## config.mk

```make
export PLATFORM = sky130hd
export DESIGN_NAME = pattern_sequencer
export DESIGN_NICKNAME = d
export VERILOG_FILES = /design/src/rtl/seq_pkg.sv /design/src/rtl/seq_step_timer.sv /design/src/rtl/pattern_sequencer.sv
export SDC_FILE = /design/constraint.sdc
export NUM_CORES = 1
export LEC_CHECK = 0
export ABC_AREA = 1
export CAP_MARGIN = 15
export CORE_MARGIN = 2
export CORE_UTILIZATION = 50
export DETAILED_ROUTE_END_ITERATION = 7
export PLACE_DENSITY = 0.8
export SYNTH_ARGS = -nofsm -noshare
export SYNTH_HDL_FRONTEND = slang
export SYNTH_SLANG_ARGS = --single-unit
```

## constraint.sdc

```tcl
create_clock -name clk -period 2 [get_ports clk]
set_input_delay 0.2 -clock clk [delete_from_list [all_inputs] [get_ports clk]]
set_output_delay 0.2 -clock clk [all_outputs]
set_load 0.02 [all_outputs]
```

## src/rtl/seq_pkg.sv

```systemverilog
// Shared state encoding and width helper for pattern_sequencer and its step timer.
package seq_pkg;

  // state    | meaning
  // ST_CLEAR | zeroing step memory, busy high
  // ST_PLAY  | timed replay of the step memory
  // ST_REC   | set edges store ptn at the step pointer
  typedef enum logic [1:0] {
    ST_CLEAR = 2'd0,
    ST_PLAY  = 2'd1,
    ST_REC   = 2'd2
  } seq_state_t;

  function automatic int unsigned width_of(input int unsigned n);
    return (n > 1) ? $clog2(n) : 1;
  endfunction

endpackage

```

## src/rtl/seq_step_timer.sv

```systemverilog
// Step prescaler: counts 0..STEP_COUNTS-1 while enabled, one-cycle tick at terminal count.
module seq_step_timer
  import seq_pkg::*;
#(
  parameter int unsigned STEP_COUNTS = 6_000_000
) (
  input  logic clk,
  input  logic rst,
  input  logic clr,
  input  logic en,
  output logic tick
);

  localparam int unsigned CNT_W = width_of(STEP_COUNTS);
  localparam logic [CNT_W-1:0] TC = CNT_W'(STEP_COUNTS - 1);

  logic [CNT_W-1:0] count;

  assign tick = en && (count == TC);

  always_ff @(posedge clk or posedge rst) begin
    if (rst) begin
      count <= '0;
    end else if (clr) begin
      count <= '0;
    end else if (en) begin
      count <= (count == TC) ? '0 : count + CNT_W'(1);
    end
  end

endmodule

```

## src/rtl/pattern_sequencer.sv

```systemverilog
// Multi-channel step sequencer: record per-step patterns, replay them in a timed loop.
// Optional PATTERN_SEQUENCER_PINGPONG_EN: replay bounces 0..N-1..0 instead of wrapping.
module pattern_sequencer
  import seq_pkg::*;
#(
  parameter int unsigned NUM_CHANNELS = 2,
  parameter int unsigned NUM_STEPS    = 8,
  parameter int unsigned STEP_COUNTS  = 6_000_000,
  localparam int unsigned IDX_W       = width_of(NUM_STEPS)
) (
  input  logic                    clk,
  input  logic                    rst,
  input  logic                    rec,
  input  logic                    set,
  input  logic                    clear,
  input  logic [NUM_CHANNELS-1:0] ptn,
  output logic [NUM_CHANNELS-1:0] out,
  output logic [IDX_W-1:0]        step_idx,
  output logic                    busy
);

  localparam logic [IDX_W-1:0] LAST = IDX_W'(NUM_STEPS - 1);

  seq_state_t state, state_n;
  logic [IDX_W-1:0] idx_n;
  logic [IDX_W-1:0] idx_inc;
  logic [NUM_CHANNELS-1:0] mem [NUM_STEPS];
  logic [NUM_CHANNELS-1:0] wdata;
  logic we;
  logic set_d, clear_d;
  logic set_rise, clear_rise;
  logic timer_clr, tick;
`ifdef PATTERN_SEQUENCER_PINGPONG_EN
  logic dir, dir_n;
`endif

  assign set_rise   = set & ~set_d;
  assign clear_rise = clear & ~clear_d;
  assign idx_inc    = (step_idx == LAST) ? '0 : step_idx + IDX_W'(1);
  assign busy       = (state == ST_CLEAR);

  seq_step_timer #(.STEP_COUNTS(STEP_COUNTS)) u_timer (
    .clk  (clk),
    .rst  (rst),
    .clr  (timer_clr),
    .en   (state == ST_PLAY),
    .tick (tick)
  );

  always_comb begin
    state_n   = state;
    idx_n     = step_idx;
    we        = 1'b0;
    wdata     = ptn;
    timer_clr = 1'b0;
`ifdef PATTERN_SEQUENCER_PINGPONG_EN
    dir_n     = dir;
`endif
    case (state)
      ST_CLEAR: begin
        we        = 1'b1;
        wdata     = '0;
        timer_clr = 1'b1;
        if (step_idx == LAST) begin
          idx_n   = '0;
          state_n = rec ? ST_REC : ST_PLAY;
        end else begin
          idx_n = idx_inc;
        end
      end
      ST_PLAY, ST_REC: begin
        if (clear_rise) begin
          state_n   = ST_CLEAR;
          idx_n     = '0;
          timer_clr = 1'b1;
        end else if (rec != (state == ST_REC)) begin
          state_n   = rec ? ST_REC : ST_PLAY;
          idx_n     = '0;
          timer_clr = 1'b1;
        end else if (state == ST_REC) begin
          timer_clr = 1'b1;
          if (set_rise) begin
            we    = 1'b1;
            idx_n = idx_inc;
          end
        end else if (tick) begin
`ifdef PATTERN_SEQUENCER_PINGPONG_EN
          if (dir) begin
            if (step_idx == LAST) begin
              idx_n = step_idx - IDX_W'(1);
              dir_n = 1'b0;
            end else begin
              idx_n = step_idx + IDX_W'(1);
            end
          end else begin
            if (step_idx == '0) begin
              idx_n = IDX_W'(1);
              dir_n = 1'b1;
            end else begin
              idx_n = step_idx - IDX_W'(1);
            end
          end
`else
          idx_n = idx_inc;
`endif
        end
      end
      default: begin
        state_n = ST_CLEAR;
        idx_n   = '0;
      end
    endcase
`ifdef PATTERN_SEQUENCER_PINGPONG_EN
    if (state_n == ST_PLAY && state != ST_PLAY) dir_n = 1'b1;
`endif
  end

  // Output is forced low on the edge entering CLEAR so busy and out=0 line up.
  always_ff @(posedge clk or posedge rst) begin
    if (rst) begin
      state    <= ST_CLEAR;
      step_idx <= '0;
      out      <= '0;
      set_d    <= 1'b0;
      clear_d  <= 1'b0;
    end else begin
      state    <= state_n;
      step_idx <= idx_n;
      set_d    <= set;
      clear_d  <= clear;
      if (state_n == ST_CLEAR || state == ST_CLEAR) out <= '0;
      else if (state == ST_REC)                      out <= ptn;
      else                                           out <= mem[step_idx];
    end
  end

`ifdef PATTERN_SEQUENCER_PINGPONG_EN
  always_ff @(posedge clk or posedge rst) begin
    if (rst) dir <= 1'b1;
    else     dir <= dir_n;
  end
`endif

  always_ff @(posedge clk) begin
    if (we) mem[step_idx] <= wdata;
  end

endmodule
```

==> impl_metrics.csv, run 1 <==
group,metric,value,unit
status,status,"finished, violations left",
status,violations,"setup timing",
logic_synthesis,synth_top_area_cell,"dfrtp_1",
floorplanning,start_util,50.8,%
critical_path,ff2ff_setup_slack,-60,ps
clock_tree,clock_insertion_delay_worst_skew,310,ps
logic_synthesis,syn_inst,391,
power_and_ir_drop,power.density,1190,nW/um^2
logic_synthesis,async_reset_ff_share,66.7,%
clock_tree,path_clk_slew,100,ps
critical_path,r2r-start,"state[1]",
timing,setup-violations-final,12,
floorplanning,num_rows,28,
timing,hold_viol,0,
logic_synthesis,synth_area_leaders,"dfrtp_1 27%, edfxtp_1 16%, nand2_1 12%",
global_routing,grt_overflow,0,
timing,layout_setup_ws,-55.7,ps
critical_path,cp.arrival,2050,ps
critical_path,crit_path_start_kind,"flop",
min_path,hold_class,"primary input to async pin",
global_routing,grt_pass1_vias,2586,
routing,first_pass_iters,5,
timing,rsz0062_at_grt,"true",
routing,totalWireLength,7400,um
timing,fmax,486,MHz
logic_synthesis,synthTopCellsByCount,"99 x nand2_1, 54 x nor2_1, 48 x inv_1, 32 x dfrtp_1, 31 x nand3_1",
finish,diodes,0,
clock_tree,cts_tree,"yes",
routing,routedWlPerCell,14.5,um
clock_tree,numCtsBuffers,5,
floorplanning,core,5850,um^2
critical_path,r2r_end,"mem[1][0]",
logic_synthesis,synthesis.area,2970,um^2
finish,multi_input_area,1620,um^2
logic_synthesis,yosys_most_used_dff,"dfrtp_1",
clock_tree,cts-htree-levels,2,
logic_synthesis,synth_cell_type_count,31,
routing,drc,0,
clock_tree,postCtsHoldBufs,0,
placed_design,gp_congestion,0.930,
logic_synthesis,synth-seq-cells,48,
global_routing,grt_max_degree,33,
timing,tns,-457,ps
global_routing,grt_pass1_wl,12200,um
finish,final_nets,450,
critical_path,reg2regPathDepth,10,
floorplanning,die_y,81.1,um
timing,fin_crit,2060,ps
timing,max-slew-margin-rel,59.0,%
timing,fin_crit_sh,103,%
critical_path,cp-end-kind,"flop",
power_and_ir_drop,power_leakage,0.00160,uW
floorplanning,die_w,81.1,um
clock_tree,cts_sinks,48,
clock_tree,cts_buffer_depth,2,
finish,syn_to_final_growth,25.0,%
global_routing,grtUsageTotal,24.1,%
routing,ant_nets,0,
critical_path,worst_ep_required_time,2000,ps
placed_design,dpl.hpwl,4840,um
power_and_ir_drop,ir_drop,875,uV
logic_synthesis,yosys_warnings,0,
finish,fill_cells,471,
routing,initialDrtViolationCount,138,
logic_synthesis,synth_top_area_share,26.9,%
global_routing,antenna_found_initial,0,
finish,post-route-util,63.5,%
floorplanning,io_pins,13,
timing,hold-worst-slack,273,ps
clock_tree,cts-root-buf,"clkbuf_8",
finish,layout-drive-gt1-share,20.0,%
timing,drv_slew,0,
finish,regArea,1280,um^2
critical_path,crit_fanout,4,
timing,worst_pin_slew,615,ps
flow_run,cap_viol_max_count,0,
routing,vias,2753,
critical_path,crit_type,"flop to flop",
timing,clock_skew,17.8,ps
logic_synthesis,ys_seq_area_share,43.1,%
placed_design,port_buffers,12,
logic_synthesis,synth_nets,408,
logic_synthesis,synth.avg_cell_area,7.61,um^2
routing,avgViaCountPerCell,5.41,
floorplanning,die-area,6580,um^2
logic_synthesis,synth_edf_count,16,
logic_synthesis,synth_most_common_cell,"nand2_1",
layer usage:
layer / global-route usage (%) / up-vias / part of all wire, %
li1: - / 1361 / -
met1: 31.6 / 1299 / 44
met2: 41.2 / 75 / 50
met3: 4.67 / 18 / 4.0
met4: 5.76 / 0 / 2.3
met5: 0 / - / 0
kinds of logic after synthesis:
kind of cell    share of synthesized area, %
simple gates                            36.3
buf+inv                                 8.83
xor+xnor                                2.65
flops                                   43.1
compound gates                          4.88
fa+ha+maj                               4.21
through the flow:
| stage | power (uW) | area [um^2] | setup slack (ps) | std cells |
|---|---|---|---|---|
| 2_1_floorplan | 2720 | 3140 | 25.0 | 391 |
| 3_3_place_gp | 3230 | 3430 | 32.4 | 485 |
| 3_5_place_dp | 3280 | 3430 | -31.8 | 485 |
| 4_1_cts | 4330 | 3670 | -10.2 | 505 |
| 5_1_grt | 4740 | 3720 | -146 | 509 |
| 6_report | 4440 | 3720 | -55.7 | 509 |
how the worst max path moves through the flow:
stage / from / end / slack [ps] / cells after the start
6_report: state[1] / mem[1][0] / -60 / 10
5_1_grt: state[0] / mem[6][0] / -150 / 8
4_1_cts: state[0] / mem[3][0] / -10 / 10
3_5_place_dp: state[1] / mem[3][1] / -30 / 9
3_3_place_gp: rec / mem[3][0] / 30 / 9
2_1_floorplan: state[1] / mem[2][0] / 30 / 8
report_power, final:
part / switching (uW) / internal (uW) / leakage (uW)
sequential: 93.6 / 1180 / 0.000581
combinational: 1430 / 1010 / 0.000968
clock: 348 / 377 / 0.0000548
total: 1870 / 2570 / 0.00160
final cells by class:
class / count / area share (%)
Clock inverter: 3 / 1.25
Sequential cell: 48 / 34.5
Inverter: 51 / 5.39
Tap cell: 75 / 2.52
Timing Repair Buffer: 45 / 11.0
Clock buffer: 5 / 1.85
Multi-Input combinational cell: 282 / 43.5
repair_timing:
item,CTS,global route
pin swaps,2,3
buffers inserted,12,4
gates resized for setup,6,4
endpoints found under the setup margin,14,21
registers in the layout (all words and copies together), names as in the netlist:
register	flops
u_timer.count	23
mem	16
step_idx	3
out	2
state	2
clear_d	1
set_d	1
placed cells by master (no fill, tap or decap), types with 3 or more instances in the layout:
cell type / n
nand2_1: 97
nor2_1: 53
inv_1: 44
dfrtp_1: 31
nand3_1: 30
buf_4: 29
nand4_1: 21
edfxtp_1: 16
nor2_2: 14
o21ai_0: 13
clkdlybuf4s50_1: 12
xor2_1: 8
nor4_4: 8
a21oi_1: 7
ha_1: 7
nand2_2: 6
clkbuf_8: 5
nor3_1: 3
inv_2: 3
ha_4: 3
buf_12: 3
worst max-delay path, stage by stage, from the launching register on:
cell and delay [ps]:
dfrtp_2 430, inv_2 70, ha_4 260, inv_1 70
a21oi_2 160, nand2_2 90, nand2_2 90, nand3_4 100
buf_12 170, buf_12 120, nor4_4 180
Note: power is estimated with default switching activity, not from simulation.
==> inputs of run 2 (changes only) <==
--- a/config.mk
+++ b/config.mk
@@ -11,6 +11,7 @@
 export CORE_UTILIZATION = 50
 export DETAILED_ROUTE_END_ITERATION = 7
 export PLACE_DENSITY = 0.8
+export SKIP_LAST_GASP = 1
 export SYNTH_ARGS = -nofsm -noshare
 export SYNTH_HDL_FRONTEND = slang
 export SYNTH_SLANG_ARGS = --single-unit
==> impl_metrics.csv, run 2 (same netlist as run 1, synthesis figures left out) <==
group,metric,value,unit
critical_path,crit_type,"flop to flop",
clock_tree,cts-root-buf,"clkbuf_8",
power_and_ir_drop,power.density,1190,nW/um^2
floorplanning,io_pins,13,
finish,syn_to_final_growth,24.9,%
finish,diodes,0,
timing,clock_skew,17.5,ps
floorplanning,die-area,6580,um^2
global_routing,antenna_found_initial,0,
finish,final_cell_mix,"97 x nand2_1, 53 x nor2_1, 44 x inv_1",
finish,multi_input_area,1620,um^2
clock_tree,cts-htree-levels,2,
clock_tree,clock_insertion_delay_worst_skew,310,ps
critical_path,worst_ep_required_time,2000,ps
global_routing,grt_overflow,0,
timing,hold_viol,0,
critical_path,crit_fanout,4,
clock_tree,path_clk_slew,100,ps
finish,top_regs,"u_timer.count x23, mem x16, step_idx x3",
timing,max-slew-margin-rel,58.2,%
routing,totalWireLength,7480,um
timing,tns,-421,ps
timing,fin_crit,2050,ps
placed_design,port_buffers,12,
clock_tree,cts_sinks,48,
floorplanning,core,5850,um^2
floorplanning,die_w,81.1,um
clock_tree,numCtsBuffers,5,
critical_path,crit_path_start_kind,"flop",
critical_path,reg2regPathDepth,10,
routing,routedWlPerCell,14.7,um
critical_path,worst_path_max_delay_cell,"dfrtp_2",
finish,mostFrequentLayoutCell,"nand2_1",
finish,largest_reg_flops,23,
timing,worst_pin_slew,626,ps
finish,regMostFlops,"u_timer.count",
critical_path,cp.arrival,2050,ps
finish,regArea,1280,um^2
power_and_ir_drop,ir_drop,882,uV
floorplanning,start_util,50.8,%
timing,drv_slew,0,
routing,avgViaCountPerCell,5.49,
power_and_ir_drop,power_leakage,0.00160,uW
global_routing,grt_pass1_vias,2586,
placed_design,gp_congestion,0.930,
routing,initialDrtViolationCount,162,
placed_design,dpl.hpwl,4840,um
clock_tree,postCtsHoldBufs,0,
floorplanning,num_rows,28,
floorplanning,die_y,81.1,um
routing,first_pass_iters,5,
min_path,hold_class,"primary input to async pin",
routing,vias,2792,
critical_path,cp-end-kind,"flop",
global_routing,grt_max_degree,33,
timing,fin_crit_sh,102,%
critical_path,cp_cell_sequence,"inv_2 -> ha_4 -> inv_1 -> a21oi_2 -> nand2_2 -> nand2_2 -> nand3_4 -> buf_12 -> buf_12 -> nor4_4",
clock_tree,cts_buffer_depth,2,
flow_run,cap_viol_max_count,0,
routing,drc,0,
status,status,"finished, violations left",
placed_design,dp.cells,485,
finish,fill_cells,470,
finish,layout-drive-gt1-share,20.0,%
finish,final_nets,450,
timing,fmax,488,MHz
global_routing,grt_pass1_wl,12200,um
global_routing,grtUsageTotal,24.1,%
routing,ant_nets,0,
finish,stdcell_count,509,
clock_tree,cts_tree,"yes",
status,violations,"setup timing",
timing,setup-violations-final,12,
timing,rsz0062_at_grt,"true",
critical_path,worst_path_largest_cell_delay,430,ps
timing,layout_setup_ws,-48.6,ps
run 2: what timing repair did:
item	4_1_cts	5_1_grt
hold endpoints to repair	0	0
pin swaps	2	3
endpoints found under the setup margin	14	21
buffers inserted	12	4
resized for setup	6	3
run 2: where the power goes:
group	internal, uW	switching (uW)	leakage (uW)
sequential	1180	91.7	0.000581
combinational	994	1430	0.000966
clock	377	354	0.0000548
run 2: through the flow:
| stage | setup WS [ps] | total power [uW] | hold slack [ps] | area [um^2] | utilization, % |
|---|---|---|---|---|---|
| 6_report | -48.6 | 4430 | 270 | 3710 | 63.5 |
| 5_1_grt | -153 | 4730 | 331 | 3710 | 63.5 |
| 4_1_cts | -10.2 | 4330 | 296 | 3670 | 62.8 |
| 3_5_place_dp | -31.8 | 3280 | 534 | 3430 | 58.6 |
| 3_3_place_gp | 32.4 | 3230 | 521 | 3430 | 58.6 |
| 2_1_floorplan | 25.0 | 2720 | 231 | 3140 | - |
run 2: worst paths after layout:
kind | start | end | slack, ps
max | state[1] | mem[1][0] | -50
min | rst | u_timer.count[8] | 270
max reg2reg | state[1] | mem[1][0] | -50
min reg2reg | u_timer.count[1] | u_timer.count[1] | 550
max in group asynchronous | rst | state[1] | 1400
min in group clk | set | set_d | 360
run 2: worst max-delay path: cells and delay by family (launching register included):
family	cells	cell delay, ps
DFF	1	430
adders and majority gates	1	260
buffers and inverters	4	420
AOI/OAI and AO/OA	1	160
and+or+nand+nor	4	460
run 2: final cells by class:
cell class	instances	share of cell area [%]
sequential	48	34.5
clock inverter	3	1.25
multi-input combinational	282	43.5
tap	75	2.53
timing repair buffer	45	10.9
inverter	51	5.39
clock buffer	5	1.85
run 2: routing by layer:
layer	GRT usage (%)	wire (um)	part of all wire (%)
met1	31.6	3130	42
met2	41.2	3730	50
met3	4.67	456	6.1
met4	5.76	159	2.1
met5	0	0	0
==> inputs of run 3 (changes only) <==
--- a/config.mk
+++ b/config.mk
@@ -9,6 +9,7 @@
 export CAP_MARGIN = 15
 export CORE_MARGIN = 2
 export CORE_UTILIZATION = 50
+export CTS_BUF_LIST = sky130_fd_sc_hd__clkbuf_4
 export DETAILED_ROUTE_END_ITERATION = 7
 export PLACE_DENSITY = 0.8
 export SKIP_LAST_GASP = 1
==> impl_metrics.csv, run 3 (same netlist as run 1, synthesis figures left out) <==
group,metric,value,unit
clock_tree,path_clk_slew,160,ps
routing,first_pass_iters,4,
placed_design,pre_cts_slack,-31.8,ps
timing,worst_pin_slew,623,ps
min_path,hold_class,"primary input to async pin",
critical_path,crit_fanout,4,
floorplanning,num_rows,28,
placed_design,dpl.hpwl,4840,um
finish,syn_to_final_growth,24.6,%
placed_design,placed_cell_area,3430,um^2
global_routing,grt_most_used_layer,"met2",
critical_path,reg2regPathDepth,8,
finish,final_nets,450,
global_routing,grt_use_met3,4.11,%
clock_tree,cts_tree,"yes",
clock_tree,clock_insertion_delay_worst_skew,390,ps
critical_path,worst_path_max_delay_cell,"dfrtp_1",
clock_tree,cts-htree-levels,2,
floorplanning,die-area,6580,um^2
critical_path,cp-end-kind,"flop",
finish,final_cell_mix,"96 x nand2_1, 53 x nor2_1, 42 x inv_1",
routing,vias,2782,
timing,layout_setup_ws,-16.4,ps
critical_path,cp_cell_sequence,"inv_2 -> ha_4 -> inv_4 -> o21ai_0 -> nand3_4 -> buf_12 -> buf_12 -> nor4_4",
critical_path,worst_ep_required_time,2100,ps
timing,fin_crit,2020,ps
finish,mostFrequentLayoutCell,"nand2_1",
floorplanning,io_pins,13,
clock_tree,cts-root-buf,"clkbuf_4",
finish,regMostFlops,"u_timer.count",
clock_tree,numCtsBuffers,5,
routing,avgViaCountPerCell,5.47,
timing,rsz0062_at_grt,"true",
finish,layout-drive-gt1-share,20.7,%
placed_design,dp.cells,485,
routing,totalWireLength,7520,um
routing,routedWlPerCell,14.8,um
placed_design,port_buffers,12,
timing,fmax,496,MHz
floorplanning,start_util,50.8,%
floorplanning,die_y,81.1,um
critical_path,cp_num_cells,8,
timing,fin_crit_sh,101,%
routing,ant_nets,0,
global_routing,gr-usage-met2,41.0,%
global_routing,grt_max_degree,33,
status,violations,"setup timing",
placed_design,gp_congestion,0.930,
finish,diodes,0,
power_and_ir_drop,power.density,1180,nW/um^2
status,status,"finished, violations left",
global_routing,grt_pass1_wl,12200,um
critical_path,cp.arrival,2110,ps
finish,stdcell_count,509,
critical_path,crit_type,"flop to flop",
timing,max-slew-margin-rel,58.4,%
global_routing,grt_overflow,0,
routing,drc,0,
power_and_ir_drop,ir_drop,809,uV
routing,initialDrtViolationCount,163,
global_routing,grtUsageTotal,24.4,%
critical_path,timing.critical_path.mode_cell,"buf_12",
finish,design_area,3710,um^2
power_and_ir_drop,finalPower,4380,uW
global_routing,grtUsageMet1,31.8,%
timing,drv_slew,0,
power_and_ir_drop,power_leakage,0.00161,uW
finish,top_regs,"u_timer.count x23, mem x16, step_idx x3",
timing,hold_viol,0,
critical_path,crit_buf_inv,4,
clock_tree,cts_buffer_depth,2,
clock_tree,cts_sinks,48,
global_routing,antenna_found_initial,0,
finish,post-route-util,63.3,%
finish,largest_reg_flops,23,
critical_path,cpLargestDelayFamily,"buffers and inverters",
flow_run,cap_viol_max_count,0,
global_routing,grt_pass1_vias,2587,
timing,clock_skew,23.6,ps
floorplanning,core,5850,um^2
floorplanning,die_w,81.1,um
timing,setup-violations-final,5,
clock_tree,postCtsHoldBufs,0,
critical_path,worst_path_largest_cell_delay,410,ps
critical_path,crit_path_start_kind,"flop",
-- run 3: cell count changes in the layout (fill, tap and decap cells not counted), sizes merged --
cell           delta
dlymetal6s2s      +1
clkdlybuf4s50     -2
dlygate4sd2       +1
-- run 3: worst paths after layout --
kind                                     end  slack (ps)              from
min reg2reg                 u_timer.count[1]         560  u_timer.count[1]
min                        u_timer.count[20]         180               rst
max                                mem[1][1]         -20          state[0]
min in group clk                       set_d         280               set
max in group asynchronous           state[1]        1480               rst
max reg2reg                        mem[1][1]         -20          state[0]
-- run 3: per-layer routing --
metal  vias to the layer above  share of wire (%)
met2                        82                 50
met1                      1330                 43
met4                         0                2.8
met3                        19                4.3
li1                       1351                  -
met5                         -                  0
-- run 3: timing repair --
action,CTS,global route
setup buffers,12,5
endpoints found under the setup margin,15,22
resized for setup,7,12
hold endpoints to repair,0,0
pin swaps,2,4
-- run 3: cell type report --
type	instances	area, um^2
flip-flops and latches	48	1280
well taps	75	93.8
clock buffers	5	37.5
clock inverters	3	46.3
inverters	51	203
multi-input cells	282	1630
fillers	459	2140
repair buffers	45	414
-- run 3: power breakdown --
part	leakage [uW]	internal, uW	switching, uW
clock network	0.0000418	267	347
logic	0.000990	1020	1470
registers	0.000581	1180	94.3
-- run 3: per-stage QoR --
stage | setup TNS (ps) | hold WS (ps)
2_1_floorplan | 0 | 231
3_3_place_gp | 0 | 521
3_5_place_dp | -170 | 534
4_1_cts | -30.6 | 197
5_1_grt | -1410 | 225
6_report | -60.0 | 178
-- run 3: worst reg2reg max path: cells and delay by family, from the launching register on --
family	cells	cell delay [ps]
buffers and inverters	4	450
AOI/OAI and AO/OA	1	360
DFF	1	410
and+or+nand+nor	2	330
adders and majority gates	1	180
